==> src/rtl/fifo_rd_pkg.sv <==
// Purpose: shared types and constants for the FIFO burst reader.
// Latency: n/a (declarations only).
// Backpressure: n/a.
package fifo_rd_pkg;

   typedef enum logic [1:0] {
      IDLE  = 2'd0,
      BURST = 2'd1,
      DRAIN = 2'd2
   } rd_state_t;

   // Output skid depth: one word in flight from the FIFO plus one held word
   // is enough to keep 1 word/cycle through the FIFO's read latency.
   localparam int SKID_DEPTH = 2;
   localparam int OCC_W      = $clog2(SKID_DEPTH + 1);

endpackage

==> src/rtl/fifo_burst_reader_if.sv <==
// Purpose: command, FIFO read port and output stream of the burst reader.
// Latency: n/a (wiring only).
// Backpressure: m_ready from the consumer; fifo_empty from the FIFO.
interface fifo_burst_reader_if #(
   parameter int DATA_W = 16,
   parameter int LEN_W  = 8
);
   logic              cmd_valid;
   logic [LEN_W-1:0]  cmd_len;
   logic              cmd_ready;

   logic              fifo_rd_en;
   logic [DATA_W-1:0] fifo_data_out;
   logic              fifo_empty;
   logic              fifo_rd_ack;

   logic [DATA_W-1:0] m_data;
   logic              m_valid;
   logic              m_last;
   logic              m_ready;

   // Reader side: accepts commands, masters the FIFO read and output stream.
   modport master (
      input  cmd_valid, cmd_len, fifo_data_out, fifo_empty, fifo_rd_ack, m_ready,
      output cmd_ready, fifo_rd_en, m_data, m_valid, m_last
   );

   // Environment side: command source, FIFO and downstream consumer.
   modport slave (
      output cmd_valid, cmd_len, fifo_data_out, fifo_empty, fifo_rd_ack, m_ready,
      input  cmd_ready, fifo_rd_en, m_data, m_valid, m_last
   );
endinterface

==> src/rtl/fifo_rd_skid.sv <==
// Purpose: 2-entry in-order buffer decoupling FIFO read data from the consumer.
// Latency: a word written in cycle N is presented on out_* in cycle N+1.
// Backpressure: no in_ready; the writer keeps occ+pending below depth.
module fifo_rd_skid
   import fifo_rd_pkg::*;
#(
   parameter int DATA_W = 16
) (
   input  logic              clk,
   input  logic              rst,
   input  logic              in_valid,
   input  logic [DATA_W-1:0] in_data,
   input  logic              in_last,
   output logic              out_valid,
   input  logic              out_ready,
   output logic [DATA_W-1:0] out_data,
   output logic              out_last,
   output logic [OCC_W-1:0]  occ
);

   logic [DATA_W-1:0] data0_q, data1_q;
   logic              last0_q, last1_q;
   logic [OCC_W-1:0]  occ_q;
   logic              pop;

   assign pop       = out_valid && out_ready;
   assign out_valid = (occ_q != OCC_W'(0));
   assign out_data  = data0_q;
   assign out_last  = last0_q;
   assign occ       = occ_q;

   // Entry 0 is always the head; entry 1 shifts down on a pop.
   always_ff @(posedge clk or posedge rst) begin
      if (rst) begin
         data0_q <= '0;
         data1_q <= '0;
         last0_q <= 1'b0;
         last1_q <= 1'b0;
         occ_q   <= '0;
      end else if (in_valid && pop) begin
         if (occ_q == OCC_W'(1)) begin
            data0_q <= in_data;
            last0_q <= in_last;
         end else begin
            data0_q <= data1_q;
            last0_q <= last1_q;
            data1_q <= in_data;
            last1_q <= in_last;
         end
      end else if (in_valid) begin
         if (occ_q == OCC_W'(0)) begin
            data0_q <= in_data;
            last0_q <= in_last;
            occ_q   <= OCC_W'(1);
         end else if (occ_q == OCC_W'(1)) begin
            data1_q <= in_data;
            last1_q <= in_last;
            occ_q   <= OCC_W'(SKID_DEPTH);
         end
      end else if (pop) begin
         data0_q <= data1_q;
         last0_q <= last1_q;
         occ_q   <= occ_q - OCC_W'(1);
      end
   end

endmodule

==> src/rtl/fifo_burst_reader.sv <==
// Purpose: drains a burst of cmd_len words from a 1-cycle-latency FIFO to a valid/ready stream.
// Latency: cmd accepted in T -> first rd_en T+1, capture T+2, m_valid T+3; 1 word/cycle sustained.
// Backpressure: reads stop once buffered+in-flight words reach 2; no reads while fifo_empty.
module fifo_burst_reader
   import fifo_rd_pkg::*;
#(
   parameter int DATA_W = 16,
   parameter int LEN_W  = 8
) (
   input  logic                clk,
   input  logic                rst,
   fifo_burst_reader_if.master bus,
   output logic                busy,
   output logic                done,
   output logic [LEN_W-1:0]    words_left,
   output logic                proto_err
);

   rd_state_t         state_q, state_d;
   logic [LEN_W-1:0]  issue_left_q;
   logic [LEN_W-1:0]  words_left_q;
   logic              pend_q;
   logic              pend_last_q;
   logic              done_q, done_d;
   logic              proto_err_q;

   logic              rd_en;
   logic              cmd_fire;
   logic              pop;
   logic [2:0]        room_sum;

   logic              skid_valid;
   logic              skid_last;
   logic [DATA_W-1:0] skid_data;
   logic [OCC_W-1:0]  skid_occ;

   assign pop      = skid_valid && bus.m_ready;
   assign cmd_fire = bus.cmd_valid && bus.cmd_ready;

   // Words that will sit in the buffer after this cycle if no new read is issued.
   assign room_sum = 3'(skid_occ) + 3'(pend_q) - 3'(pop);

   // Read only with data present, burst words left to issue and buffer room.
   always_comb begin
      rd_en = (state_q == BURST) && !bus.fifo_empty &&
              (issue_left_q != '0) && (room_sum < 3'(SKID_DEPTH));
   end

   // Next state, command handshake and done request.
   always_comb begin
      state_d       = state_q;
      done_d        = 1'b0;
      bus.cmd_ready = (state_q == IDLE);
      case (state_q)
         IDLE: begin
            if (cmd_fire) begin
               if (bus.cmd_len != '0) state_d = BURST;
               else                   done_d  = 1'b1;
            end
         end
         BURST: begin
            if (issue_left_q == '0 || (rd_en && issue_left_q == LEN_W'(1)))
               state_d = DRAIN;
         end
         DRAIN: begin
            if (words_left_q == '0) begin
               state_d = IDLE;
               done_d  = 1'b1;
            end
         end
         default: state_d = IDLE;
      endcase
   end

   // State register.
   always_ff @(posedge clk or posedge rst) begin
      if (rst) state_q <= IDLE;
      else     state_q <= state_d;
   end

   // Burst counters, in-flight read tracking, done pulse and sticky protocol error.
   always_ff @(posedge clk or posedge rst) begin
      if (rst) begin
         issue_left_q <= '0;
         words_left_q <= '0;
         pend_q       <= 1'b0;
         pend_last_q  <= 1'b0;
         done_q       <= 1'b0;
         proto_err_q  <= 1'b0;
      end else begin
         done_q      <= done_d;
         pend_q      <= rd_en;
         pend_last_q <= rd_en && (issue_left_q == LEN_W'(1));
         if (rd_en && !bus.fifo_rd_ack) proto_err_q <= 1'b1;
         if (cmd_fire) begin
            issue_left_q <= bus.cmd_len;
            words_left_q <= bus.cmd_len;
         end else begin
            if (rd_en) issue_left_q <= issue_left_q - LEN_W'(1);
            if (pop && words_left_q != '0) words_left_q <= words_left_q - LEN_W'(1);
         end
      end
   end

   fifo_rd_skid #(.DATA_W(DATA_W)) u_skid (
      .clk       (clk),
      .rst       (rst),
      .in_valid  (pend_q),
      .in_data   (bus.fifo_data_out),
      .in_last   (pend_last_q),
      .out_valid (skid_valid),
      .out_ready (bus.m_ready),
      .out_data  (skid_data),
      .out_last  (skid_last),
      .occ       (skid_occ)
   );

   assign bus.fifo_rd_en = rd_en;
   assign bus.m_valid    = skid_valid;
   assign bus.m_data     = skid_data;
   assign bus.m_last     = skid_last;
   assign busy           = (state_q != IDLE);
   assign done           = done_q;
   assign words_left     = words_left_q;
   assign proto_err      = proto_err_q;

endmodule

==> src/flat_wrapper.sv <==
// flat-port wrapper written by rule: the top's interface ports become plain ports
module fifo_burst_reader_flat import fifo_rd_pkg::*;
#(
   parameter int DATA_W = 16,
   parameter int LEN_W  = 8
)
  (clk, rst, busy, done, words_left, proto_err, bus_cmd_valid, bus_cmd_len, bus_fifo_data_out, bus_fifo_empty, bus_fifo_rd_ack, bus_m_ready, bus_cmd_ready, bus_fifo_rd_en, bus_m_data, bus_m_valid, bus_m_last);
  fifo_burst_reader_if #(.DATA_W(DATA_W), .LEN_W(LEN_W)) bus_i ();
  input  logic clk;
  input  logic rst;
  output logic busy;
  output logic done;
  output logic [LEN_W-1:0] words_left;
  output logic proto_err;
  input wire logic [$bits(bus_i.cmd_valid)-1:0] bus_cmd_valid;
  input wire logic [$bits(bus_i.cmd_len)-1:0] bus_cmd_len;
  input wire logic [$bits(bus_i.fifo_data_out)-1:0] bus_fifo_data_out;
  input wire logic [$bits(bus_i.fifo_empty)-1:0] bus_fifo_empty;
  input wire logic [$bits(bus_i.fifo_rd_ack)-1:0] bus_fifo_rd_ack;
  input wire logic [$bits(bus_i.m_ready)-1:0] bus_m_ready;
  output wire logic [$bits(bus_i.cmd_ready)-1:0] bus_cmd_ready;
  output wire logic [$bits(bus_i.fifo_rd_en)-1:0] bus_fifo_rd_en;
  output wire logic [$bits(bus_i.m_data)-1:0] bus_m_data;
  output wire logic [$bits(bus_i.m_valid)-1:0] bus_m_valid;
  output wire logic [$bits(bus_i.m_last)-1:0] bus_m_last;
  assign bus_i.cmd_valid = bus_cmd_valid;
  assign bus_i.cmd_len = bus_cmd_len;
  assign bus_i.fifo_data_out = bus_fifo_data_out;
  assign bus_i.fifo_empty = bus_fifo_empty;
  assign bus_i.fifo_rd_ack = bus_fifo_rd_ack;
  assign bus_i.m_ready = bus_m_ready;
  assign bus_cmd_ready = bus_i.cmd_ready;
  assign bus_fifo_rd_en = bus_i.fifo_rd_en;
  assign bus_m_data = bus_i.m_data;
  assign bus_m_valid = bus_i.m_valid;
  assign bus_m_last = bus_i.m_last;
  fifo_burst_reader #(.DATA_W(DATA_W), .LEN_W(LEN_W)) u_core (.clk(clk), .rst(rst), .bus(bus_i), .busy(busy), .done(done), .words_left(words_left), .proto_err(proto_err));
endmodule
==> config.mk <==
export PLATFORM = sky130hd
export DESIGN_NAME = fifo_burst_reader_flat
export DESIGN_NICKNAME = d
export VERILOG_FILES = /design/src/rtl/fifo_rd_pkg.sv /design/src/rtl/fifo_burst_reader_if.sv /design/src/rtl/fifo_rd_skid.sv /design/src/rtl/fifo_burst_reader.sv /design/src/flat_wrapper.sv
export SDC_FILE = /design/constraint.sdc
export NUM_CORES = 1
export LEC_CHECK = 0
export BUFFER_PORTS_ARGS = -buffer_cell sky130_fd_sc_hd__buf_2
export CAP_MARGIN = 20
export CORE_MARGIN = 10
export CORE_UTILIZATION = 61
export CTS_BUF_LIST = sky130_fd_sc_hd__clkbuf_2
export DETAILED_ROUTE_END_ITERATION = 7
export PLACE_DENSITY = 0.88
export SLEW_MARGIN = 5
export SYNTH_ARGS = -nofsm -noshare
export SYNTH_HDL_FRONTEND = slang
export SYNTH_SLANG_ARGS = --single-unit
==> constraint.sdc <==
create_clock -name clk -period 5.5 [get_ports clk]
set_input_delay 0.275 -clock clk [delete_from_list [all_inputs] [get_ports clk]]
set_output_delay 0.275 -clock clk [all_outputs]
set_load 0.02 [all_outputs]
==> impl_metrics.json <==
{
  "diodes": 0,
  "boundaryPins": 61,
  "drv_slew": 0,
  "drive_gt1_frac": 0.274,
  "top_layer": "met4",
  "rsz0062_at_grt": "no",
  "cts.path.max_buffers": 2,
  "p_per_area_nw_per_um2": 588,
  "slew_headroom": 0.401,
  "worstSetupStartpointType": "register",
  "yosysTopAreaCell": "dfrtp_1",
  "synth_edf_count": 0,
  "via_per_inst": 5.84,
  "synth_top_cell_area_share": 0.489,
  "synth-seq-area-share": 0.489,
  "path_buf_inv": 3,
  "grt_pass1_vias": 2605,
  "period_share": 0.686,
  "ir_drop_uv": 376,
  "cp.required_ns": 5.22,
  "max_stage_delay_ns": 0.53,
  "grt_pass1_wl_um": 12700,
  "whs_ns": 0.0187,
  "syn2layout_area_growth_pct": 18.5,
  "wire_per_inst_um": 17.5,
  "cts_made_buffers": 9,
  "synth.area.top_cells": "dfrtp_1 49%, mux2_2 6.5%, nor2_1 4.9%, nand2_1 3.4%, o22ai_1 3.4%",
  "first_pass_iters": 5,
  "synth_top_family_by_area": "simple AND/OR/NAND/NOR gates",
  "crit_top_cell": "inv_1",
  "dp_hpwl_um": 5370,
  "fin_total_pwr_mw": 2.07,
  "final_nets": 402,
  "ys_seq_elements": 58,
  "post_cts_buffers": 0,
  "ant_nets": 0,
  "place.gp.congestion": 0.859,
  "rows": 25,
  "insertion_delay_ns": 0.49,
  "synth-main-ff-cell": "dfrtp_1",
  "overflow": 0,
  "die_w_um": 89.8,
  "worstPathMaxFanout": 16,
  "h-tree-depth": 3,
  "grt_antenna_before_repair": 0,
  "min_period_ns": 3.77,
  "layout_commonest_cell": "buf_2",
  "cts_tree": "yes",
  "grt_start_max_net_pins": 59,
  "synthAdderAreaFrac": 0.0363,
  "start_util": 0.628,
  "cts.sinks": 58,
  "dr_wl_met3_um": 480,
  "fin_setup_tns_ns": 0,
  "critPathSlowestCell": "ha_1",
  "coreArea_sq_um": 4720,
  "clkTransAtPathRegs_ns": 0.17,
  "status": "finished clean",
  "synthMuxAreaShare": 0.0712,
  "met2_length_um": 3720,
  "fmax_mhz": 265,
  "power.leakage_nw": 1.60,
  "synthSimpleGateAreaFrac": 0.201,
  "cp.arrival_ns": 3.50,
  "syn_nets": 337,
  "cp_cell_sequence": "inv_1 -> ha_1 -> nand2b_1 -> and2_0 -> o21ai_0 -> fa_1 -> and4bb_2 -> and2_1 -> nand2_1 -> inv_1 -> buf_2",
  "met1_length_um": 3300,
  "syn_area_per_cell_sq_um": 9.93,
  "critPathKind": "reg -> out",
  "synth_cell_types": 58,
  "tightest_slew_ns": 0.894,
  "drc": 0,
  "track_usage": 0.188,
  "io_buffers": 60,
  "first_iter_violations": 188,
  "report.final.hold_viol_count": 0,
  "async_flop_share": 1.00,
  "drt_wl_total_um": 7640,
  "vias": 2545,
  "min_path_type": "in -> reg",
  "post_synth_xor_area_fraction": 0.0207,
  "yosysWarnings": 0,
  "postSynthCellCount": 299,
  "cp_top_family": "adder cells",
  "die_area_sq_um": 8060,
  "final_cell_mix": "60 x buf_2, 58 x dfrtp_1, 39 x nor2_1",
  "endpoint_kind": "primary output",
  "synth-compound-area-share": 0.144,
  "cts_root_buf": "clkbuf_2",
  "clock_skew_ns": 0.0251,
  "setup_viol": 0,
  "syn-cell-area_sq_um": 2970,
  "drv_cap": 0,
  "die_h_um": 89.8
}
-- routing by layer --
metal,GRT usage,up-vias
met1,0.234,1212
met3,0.0441,13
li1,-,1224
met2,0.304,96
met4,0.0836,0
met5,0,-
-- area by class of cell --
| class | count | area [sq um] |
|---|---|---|
| Tap cell | 67 | 83.8 |
| Fill cell | 330 | 1210 |
| Clock buffer | 9 | 45.0 |
| Clock inverter | 7 | 108 |
| Sequential cell | 58 | 1450 |
| Timing Repair Buffer | 67 | 368 |
| Inverter | 14 | 52.6 |
| Multi-Input combinational cell | 214 | 1410 |
-- cell usage after synthesis, drive strengths merged, types with 2 or more instances --
| library cell | instances |
|---|---|
| a31oi | 3 |
| nor2b | 2 |
| nand3 | 9 |
| mux2i | 2 |
| o22ai | 16 |
| nor4b | 3 |
| nor4 | 4 |
| xnor2 | 5 |
| inv | 14 |
| nor3 | 7 |
| o211ai | 5 |
| or4 | 3 |
| nor3b | 3 |
| and2 | 3 |
| o31ai | 3 |
| or4b | 2 |
| mux2 | 17 |
| nand4 | 2 |
| nand4b | 2 |
| ha | 7 |
| nand2 | 27 |
| a311oi | 2 |
| xor2 | 2 |
| dfrtp | 58 |
| o21ai | 16 |
| clkbuf | 9 |
| a21oi | 9 |
| nor2 | 39 |
| buf | 4 |
| or3 | 2 |
-- cells by family (layout without fill, tap and decap cells) --
family          count (synthesis)  count (layout)
simple gates                  114             114
compound gates                 66              66
flops                          58              58
buf+inv                        27              97
mux                            19              19
fa+ha+maj                       8               8
xor+xnor                        7               7
-- worst min-delay path, cell delays in order --
cell	delay, ns
buf_2	0.09
nor2_1	0.04
nor2_1	0.08
-- through the flow --
step,cells,worst slack [ns],util,cell area (sq um)
after floorplan,299,2.76,-,2970
after global placement,414,2.38,0.699,3300
after detailed placement,414,2.27,0.699,3300
after CTS,432,1.72,0.736,3480
after global routing,436,1.45,0.744,3520
final,436,1.73,0.744,3520
-- power breakdown --
part / leakage [nW] / switching [mW] / internal, mW / total (mW)
Clock: 0.0907 / 0.160 / 0.192 / 0.352
Combinational: 0.815 / 0.556 / 0.380 / 0.936
Sequential: 0.693 / 0.163 / 0.618 / 0.781
-- flip-flops by register name, summed over array words and instances, names as in the netlist, 2 cells and up --
register,cells
u_core.u_skid.data1_q,16
u_core.u_skid.out_data,16
u_core.issue_left_q,8
u_core.words_left,8
u_core.state_q,2
u_core.u_skid.occ,2
-- worst paths after layout --
kind	start	to	slack, ns	cells after the start
hold / removal	bus_fifo_data_out[1]	u_core.u_skid.out_data[1]$_DFFE_PP0P_	0.02	3
setup / recovery	u_core.u_skid.occ[1]$_DFFE_PP0P_	bus_fifo_rd_en	1.73	11
min in group asynchronous	rst	u_core.proto_err$_DFFE_PP0P_	0.49	4
max in group asynchronous	rst	u_core.words_left[7]$_DFFE_PP0P_	4.50	4
setup reg to reg	u_core.u_skid.occ[1]$_DFFE_PP0P_	u_core.issue_left_q[4]$_DFFE_PP0P_	2.22	10
hold reg to reg	u_core.proto_err$_DFFE_PP0P_	u_core.proto_err$_DFFE_PP0P_	0.51	1
-- what timing repair did --
action	CTS	global route
hold endpoints to repair	53	4
gates resized for setup	0	0
hold buffers	2	4
Note: power is estimated with default switching activity, not from simulation.
